===== config.mk =====
export PLATFORM = sky130hd
export DESIGN_NAME = fp_add_arbiter_flat
export DESIGN_NICKNAME = d
export VERILOG_FILES = /design/src/rtl/fp_add_arbiter_if.sv /design/src/rtl/fp_add_arbiter.sv /design/src/flat_wrapper.sv
export SDC_FILE = /design/constraint.sdc
export NUM_CORES = 1
export LEC_CHECK = 0
export ABC_AREA = 1
export CAP_MARGIN = 20
export CORE_AREA = 3 3 137 139
export CTS_CLUSTER_SIZE = 12
export DETAILED_ROUTE_END_ITERATION = 16
export DIE_AREA = 0 0 140 142
export DONT_BUFFER_PORTS = 1
export PLACE_DENSITY_LB_ADDON = 0.05
export SYNTH_ARGS = -nofsm -noshare
export SYNTH_HDL_FRONTEND = slang
export SYNTH_HIERARCHICAL = 1
export SYNTH_SLANG_ARGS = --single-unit

===== constraint.sdc =====
create_clock -name clk -period 2.2 [get_ports clk]
set_input_delay 0.44 -clock clk [delete_from_list [all_inputs] [get_ports clk]]
set_output_delay 0.44 -clock clk [all_outputs]
set_load 0.05 [all_outputs]

===== src/rtl/fp_add_arbiter_if.sv =====
// Requester/response/adder bundle for fp_add_arbiter.
// The slave modport is the arbiter side; the master modport is the requesters plus adder side.
interface fp_add_arbiter_if;
  logic        req0_valid, req0_ready, req1_valid, req1_ready;
  logic [15:0] req0_a, req0_b, req1_a, req1_b;
  logic        rsp0_valid, rsp0_ready, rsp1_valid, rsp1_ready;
  logic [15:0] rsp0_sum, rsp1_sum;
  logic [15:0] add_a, add_b, add_sum;
  logic        busy;

  modport slave (
    input  req0_valid, req0_a, req0_b, req1_valid, req1_a, req1_b,
           rsp0_ready, rsp1_ready, add_sum,
    output req0_ready, req1_ready, rsp0_valid, rsp0_sum, rsp1_valid, rsp1_sum,
           add_a, add_b, busy
  );

  modport master (
    output req0_valid, req0_a, req0_b, req1_valid, req1_a, req1_b,
           rsp0_ready, rsp1_ready, add_sum,
    input  req0_ready, req1_ready, rsp0_valid, rsp0_sum, rsp1_valid, rsp1_sum,
           add_a, add_b, busy
  );
endinterface


===== src/rtl/fp_add_arbiter.sv =====
// Two-requester round-robin front end for a shared fixed-latency FP16 adder.
// Each requester has its own response FIFO, and that FIFO's depth caps its outstanding ops.
module fp_add_arbiter_rsp #(
  parameter int DEPTH = 4
) (
  input  logic                     clk,
  input  logic                     rst_n,
  input  logic                     issue_i,
  input  logic                     wr_i,
  input  logic [15:0]              wdata_i,
  input  logic                     rdy_i,
  output logic                     vld_o,
  output logic [15:0]              sum_o,
  output logic [$clog2(DEPTH):0]   cnt_o
);
  localparam int AW = $clog2(DEPTH);
  localparam int CW = AW + 1;

  logic [15:0]   mem_q [DEPTH];
  logic [AW-1:0] wp_q, rp_q;
  logic [CW-1:0] occ_q, occ_d, cnt_q, cnt_d;
  logic          pop;

  assign vld_o = (occ_q != '0);
  assign sum_o = vld_o ? mem_q[rp_q] : '0;
  assign pop   = vld_o & rdy_i;
  assign cnt_o = cnt_q;

  // Simultaneous inc/dec cancel, so occupancy and credit simply hold.
  assign occ_d = occ_q + CW'(wr_i) - CW'(pop);
  assign cnt_d = cnt_q + CW'(issue_i) - CW'(pop);

  always_ff @(posedge clk or negedge rst_n) begin
    if (!rst_n) begin
      wp_q  <= '0;
      rp_q  <= '0;
      occ_q <= '0;
      cnt_q <= '0;
    end else begin
      if (wr_i) wp_q <= wp_q + AW'(1);
      if (pop)  rp_q <= rp_q + AW'(1);
      occ_q <= occ_d;
      cnt_q <= cnt_d;
    end
  end

  always_ff @(posedge clk) begin
    if (wr_i) mem_q[wp_q] <= wdata_i;
  end
endmodule

module fp_add_arbiter #(
  parameter int LAT   = 4,
  parameter int DEPTH = 4
) (
  input  logic               clk,
  input  logic               rst_n,
  fp_add_arbiter_if.slave    bus
);
  localparam int CW = $clog2(DEPTH) + 1;

  logic [1:0]          vld, elig, rdy, rsp_rdy, rsp_vld, wr;
  logic [1:0][15:0]    op_a, op_b, rsp_sum;
  logic [1:0][CW-1:0]  cnt;
  logic                gnt_vld, gnt_id, hs, ptr_q, ptr_d;
  logic [15:0]         add_a_q, add_a_d, add_b_q, add_b_d;
  logic [LAT:0]        tv_q, ti_q;

  assign vld     = {bus.req1_valid, bus.req0_valid};
  assign op_a    = {bus.req1_a, bus.req0_a};
  assign op_b    = {bus.req1_b, bus.req0_b};
  assign rsp_rdy = {bus.rsp1_ready, bus.rsp0_ready};

  for (genvar n = 0; n < 2; n++) begin : g_elig
    assign elig[n] = vld[n] && (cnt[n] < CW'(DEPTH));
  end

  always_comb begin
    gnt_vld = 1'b0;
    gnt_id  = 1'b0;
    if (elig == 2'b11) begin
      gnt_vld = 1'b1;
      gnt_id  = ptr_q;
    end else if (elig[0]) begin
      gnt_vld = 1'b1;
    end else if (elig[1]) begin
      gnt_vld = 1'b1;
      gnt_id  = 1'b1;
    end
  end

  // Ready is gated by reset so nothing is offered while the block is held.
  assign rdy     = {2{rst_n & gnt_vld}} & {gnt_id, ~gnt_id};
  assign hs      = |rdy;
  assign ptr_d   = hs ? ~gnt_id : ptr_q;
  assign add_a_d = hs ? op_a[gnt_id] : add_a_q;
  assign add_b_d = hs ? op_b[gnt_id] : add_b_q;

  always_ff @(posedge clk or negedge rst_n) begin
    if (!rst_n) begin
      ptr_q   <= 1'b0;
      add_a_q <= '0;
      add_b_q <= '0;
      tv_q    <= '0;
      ti_q    <= '0;
    end else begin
      ptr_q   <= ptr_d;
      add_a_q <= add_a_d;
      add_b_q <= add_b_d;
      tv_q    <= {tv_q[LAT-1:0], hs};
      ti_q    <= {ti_q[LAT-1:0], gnt_id};
    end
  end

  // The last tag stage lines up with add_sum for the op issued LAT+1 edges ago.
  assign wr = {tv_q[LAT] & ti_q[LAT], tv_q[LAT] & ~ti_q[LAT]};

  for (genvar n = 0; n < 2; n++) begin : g_rsp
    fp_add_arbiter_rsp #(.DEPTH(DEPTH)) u_rsp (
      .clk     (clk),
      .rst_n   (rst_n),
      .issue_i (rdy[n]),
      .wr_i    (wr[n]),
      .wdata_i (bus.add_sum),
      .rdy_i   (rsp_rdy[n]),
      .vld_o   (rsp_vld[n]),
      .sum_o   (rsp_sum[n]),
      .cnt_o   (cnt[n])
    );
  end

  assign bus.req0_ready = rdy[0];
  assign bus.req1_ready = rdy[1];
  assign bus.rsp0_valid = rsp_vld[0];
  assign bus.rsp1_valid = rsp_vld[1];
  assign bus.rsp0_sum   = rsp_sum[0];
  assign bus.rsp1_sum   = rsp_sum[1];
  assign bus.add_a      = add_a_q;
  assign bus.add_b      = add_b_q;
  assign bus.busy       = (|tv_q) | (|rsp_vld);
endmodule


===== src/flat_wrapper.sv =====
// flat-port wrapper written by rule: the top's interface ports become plain ports
module fp_add_arbiter_flat 
#(
  parameter int LAT   = 4,
  parameter int DEPTH = 4
)
  (clk, rst_n, bus_req0_valid, bus_req0_a, bus_req0_b, bus_req1_valid, bus_req1_a, bus_req1_b, bus_rsp0_ready, bus_rsp1_ready, bus_add_sum, bus_req0_ready, bus_req1_ready, bus_rsp0_valid, bus_rsp0_sum, bus_rsp1_valid, bus_rsp1_sum, bus_add_a, bus_add_b, bus_busy);
  fp_add_arbiter_if bus_i ();
  input  logic clk;
  input  logic rst_n;
  input wire logic [$bits(bus_i.req0_valid)-1:0] bus_req0_valid;
  input wire logic [$bits(bus_i.req0_a)-1:0] bus_req0_a;
  input wire logic [$bits(bus_i.req0_b)-1:0] bus_req0_b;
  input wire logic [$bits(bus_i.req1_valid)-1:0] bus_req1_valid;
  input wire logic [$bits(bus_i.req1_a)-1:0] bus_req1_a;
  input wire logic [$bits(bus_i.req1_b)-1:0] bus_req1_b;
  input wire logic [$bits(bus_i.rsp0_ready)-1:0] bus_rsp0_ready;
  input wire logic [$bits(bus_i.rsp1_ready)-1:0] bus_rsp1_ready;
  input wire logic [$bits(bus_i.add_sum)-1:0] bus_add_sum;
  output wire logic [$bits(bus_i.req0_ready)-1:0] bus_req0_ready;
  output wire logic [$bits(bus_i.req1_ready)-1:0] bus_req1_ready;
  output wire logic [$bits(bus_i.rsp0_valid)-1:0] bus_rsp0_valid;
  output wire logic [$bits(bus_i.rsp0_sum)-1:0] bus_rsp0_sum;
  output wire logic [$bits(bus_i.rsp1_valid)-1:0] bus_rsp1_valid;
  output wire logic [$bits(bus_i.rsp1_sum)-1:0] bus_rsp1_sum;
  output wire logic [$bits(bus_i.add_a)-1:0] bus_add_a;
  output wire logic [$bits(bus_i.add_b)-1:0] bus_add_b;
  output wire logic [$bits(bus_i.busy)-1:0] bus_busy;
  assign bus_i.req0_valid = bus_req0_valid;
  assign bus_i.req0_a = bus_req0_a;
  assign bus_i.req0_b = bus_req0_b;
  assign bus_i.req1_valid = bus_req1_valid;
  assign bus_i.req1_a = bus_req1_a;
  assign bus_i.req1_b = bus_req1_b;
  assign bus_i.rsp0_ready = bus_rsp0_ready;
  assign bus_i.rsp1_ready = bus_rsp1_ready;
  assign bus_i.add_sum = bus_add_sum;
  assign bus_req0_ready = bus_i.req0_ready;
  assign bus_req1_ready = bus_i.req1_ready;
  assign bus_rsp0_valid = bus_i.rsp0_valid;
  assign bus_rsp0_sum = bus_i.rsp0_sum;
  assign bus_rsp1_valid = bus_i.rsp1_valid;
  assign bus_rsp1_sum = bus_i.rsp1_sum;
  assign bus_add_a = bus_i.add_a;
  assign bus_add_b = bus_i.add_b;
  assign bus_busy = bus_i.busy;
  fp_add_arbiter #(.LAT(LAT), .DEPTH(DEPTH)) u_core (.clk(clk), .rst_n(rst_n), .bus(bus_i));
endmodule

==> results_dict.tcl <==
set metrics [dict create \
    status "complete, no violations" \
    p_int_mw 9.01 \
    synth-edff-count 128 \
    startpoint_type "flop" \
    p_switching_mw 7.35 \
    io_buffers 0 \
    hold_start "bus_add_sum[11]" \
    synthXorXnorAreaFrac_pct 0.695 \
    rows 49 \
    fillers 1569 \
    r2r_cells 10 \
    path_buf_inv 3 \
    finalCriticalPeriod_ns 2.14 \
    ant_nets 0 \
    slew_viol_final 0 \
    wirelength_um 18000 \
    die_h_um 142 \
    grt_util_all_layers_pct 18.8 \
    antenna_found_initial 0 \
    total_leakage_power_nw 4.89 \
    ys_ff_latch 191 \
    ys.flop_type "edfxtp_1" \
    syn_area_sq_um 8820 \
    cp.required_ns 1.76 \
    fin_util_pct 57.1 \
    path_cells "inv_2 > nand3_2 > buf_4 > nor3_1 > nand2_1 > buf_4" \
    cts_setup_buffers 0 \
    numCtsBuffers 17 \
    diodes 0 \
    synthSimpleGateAreaFrac_pct 21.8 \
    min_delay_worst_endpoint "u_core/g_rsp[1].u_rsp/mem_q[1][11]$_DFFE_PP_" \
    drive_gt1_share_pct 15.6 \
    core_sq_um 17800 \
    grt_pass1_wl_um 29600 \
    synth_top_family_by_area "simple AND/OR/NAND/NOR gates" \
    grt_overflow 0 \
    hold_viol_final 0 \
    grt_pass1_vias 5892 \
    clk_latency_ns 0.42 \
    wl_per_cell_um 15.2 \
    cts_tree "done" \
    dp_slack_ns 0.239 \
    netlist.area_leader.share_pct 43.6 \
    finalInstanceArea_sq_um 10100 \
    hold_class "in -> reg" \
    seq_power_share_pct 37.3 \
    slowest_delay_ns 0.40 \
    synth.most_common_cell "nand2_1" \
    hold_path_depth 0 \
    worstPathArrival_ns 1.70 \
    ios 155 \
    start_util_pct 49.6 \
    crit_type "reg -> out" \
    crit_path_end_kind "output port" \
    yosysUniqueCellTypes 30 \
    clock_path_buffers 2 \
    finalSetupViolations 0 \
    root_buffer "clkbuf_16" \
    worst_hold_slack_ns 0.109 \
    relSlewSlack_pct 65.0 \
    post-route-drc-count 0 \
    max-vdd-ir-drop_mv 1.26 \
    avgSynthCellArea_sq_um 9.78 \
    die_area_sq_um 19900 \
    gp_congestion 0.754 \
    power.density_nw_per_um2 1610 \
    async_reset_ff_share_pct 33.0 \
    clkSinkCount 191 \
    r2r_end "u_core/g_rsp[1].u_rsp/cnt_o[2]$_DFF_PN0_" \
    synth_area_leaders "edfxtp_1 44%, dfrtp_1 18%, nand2_1 13%" \
    first_iter_violations 263 \
    setup_ws_ns 0.0627 \
    synth-compound-area-share_pct 2.85 \
    synthAdderAreaFrac_pct 2.61 \
    synthCells 901 \
    min_period_over_period_pct 97.1 \
    worst_path_most_repeated_cell "buf_4" \
    grt_max_degree 64 \
    yosysWarnings 6 \
    cap_violations 0 \
    crit_family "buffers and inverters" \
    fin_skew_ns 0.00631 \
    place_hpwl_um 12100 \
    synth_nets 1003 \
    fin_nets 1045 \
    r2r_slack_ns 0.25 \
    worstMarginPinSlew_ns 0.525 \
    synth_top_area_cell "edfxtp_1" \
    swShare_pct 44.9 \
    place_area_sq_um 9460 \
    cp_max_fo 5 \
    die_x_um 140 \
    synth_common_cells "315 x nand2_1, 156 x inv_1, 128 x edfxtp_1, 87 x nand3_1, 63 x dfrtp_1" \
    num_vias 5840 \
    cp_slowest_cell "dfrtp_1" \
    area_growth_pct 15.1 \
    firstDrtPassIters 4 \
    worstReg2RegStart "u_core/g_rsp[1].u_rsp/occ_q[2]$_DFF_PN0_" \
    combPwrFrac_pct 43.0 \
    rsz0062_at_grt "yes" \
    seq_area_frac_synth_pct 61.5 \
    routed_via_density 4.93 \
    clockPowerShare_pct 19.8 \
    clk_pin_slew_worst_paths_ns 0.07 \
    fmax_mhz 468 \
    htreeDepth 4 \
    synthMuxAreaShare_pct 0 \
]
==> area by class of cell <==
class	count	area, sq um	share of cell area, %
Timing Repair Buffer	62	679	6.70
Clock buffer	30	603	5.94
Clock inverter	2	35.0	0.345
Tap cell	229	287	2.82
Multi-Input combinational cell	504	2480	24.4
Sequential cell	191	5420	53.4
Inverter	167	643	6.34
==> worst max path at each step <==
stage                                                        start                                       end  slack [ns]  cells after the start
after detailed placement  u_core/g_rsp[1].u_rsp/occ_q[2]$_DFF_PN0_  u_core/g_rsp[1].u_rsp/cnt_o[2]$_DFF_PN0_        0.24                     10
final                     u_core/g_rsp[0].u_rsp/occ_q[1]$_DFF_PN0_                                  bus_busy        0.06                      6
after floorplan                                     bus_req1_valid  u_core/g_rsp[0].u_rsp/cnt_o[1]$_DFF_PN0_       0.004                      9
after global routing      u_core/g_rsp[0].u_rsp/occ_q[1]$_DFF_PN0_                           bus_rsp0_sum[5]       -0.04                      5
after global placement    u_core/g_rsp[1].u_rsp/occ_q[2]$_DFF_PN0_  u_core/g_rsp[1].u_rsp/cnt_o[2]$_DFF_PN0_        0.31                     10
after CTS                 u_core/g_rsp[1].u_rsp/occ_q[2]$_DFF_PN0_                           bus_rsp1_sum[1]       0.003                      5
==> flip-flops by register name, indices dropped and copies added (netlist names) <==
signal and count:
u_core/bus.add_b 16, u_core/tv_q 5, u_core/g_rsp.u_rsp/cnt_o 6, u_core/g_rsp.u_rsp/occ_q 6, u_core/g_rsp.u_rsp/wp_q 4, u_core/g_rsp.u_rsp/rp_q 4, u_core/ti_q 5, u_core/g_rsp.u_rsp/mem_q 128
u_core/bus.add_a 16, u_core/ptr_q 1
==> stage by stage <==
step           std cells  TNS, ns  total power [mW]
2_1_floorplan        901        0              11.0
3_3_place_gp        1151        0              13.1
3_5_place_dp        1151        0              13.2
4_1_cts             1185        0              16.5
5_1_grt             1185   -0.123              17.3
6_report            1185        0              16.4
==> placed cells by master, fill, tap and decap left out, drive strengths merged, types with 2 or more instances in the layout <==
master | netlist | routed
clkinv | 1 | 2
nand3 | 102 | 102
edfxtp | 128 | 128
nand2 | 329 | 329
inv | 166 | 166
dfrtp | 63 | 63
clkbuf | 3 | 30
a21oi | 33 | 33
ha | 12 | 12
nor2 | 6 | 6
o21ai | 6 | 6
xor2 | 2 | 2
buf | 36 | 61
xnor2 | 5 | 5
nand3b | 2 | 2
fa | 4 | 4
==> power by group through the flow <==
| stage | combinational (mW) | sequential (mW) | clock [mW] |
|---|---|---|---|
| final | 7.03 | 6.10 | 3.23 |
| after detailed placement | 7.06 | 6.16 | 0 |
| after CTS | 7.10 | 6.11 | 3.30 |
| after floorplan | 5.04 | 6.01 | 0 |
| after global routing | 7.66 | 6.20 | 3.46 |
| after global placement | 6.90 | 6.16 | 0 |
==> what timing repair did <==
item,CTS,global route
endpoints found under the setup margin,4,13
resized for setup,2,4
endpoints found under the hold margin,63,0
hold buffers,2,0
==> layer usage <==
layer	track usage, %	share of wire [%]	up-vias
li1	-	-	2886
met4	6.83	2.0	0
met1	23.7	42	2749
met5	0	0	-
met2	31.8	50	177
met3	5.01	6.3	28
==> cells by family after synthesis <==
logic type | after synthesis
AND/OR/NAND/NOR | 441
buffers and inverters | 206
flip-flops | 191
AO/OA/AOI/OAI | 40
adder cells (fa/ha/maj) | 16
XOR/XNOR | 7
(Power assumes the default switching activity.)
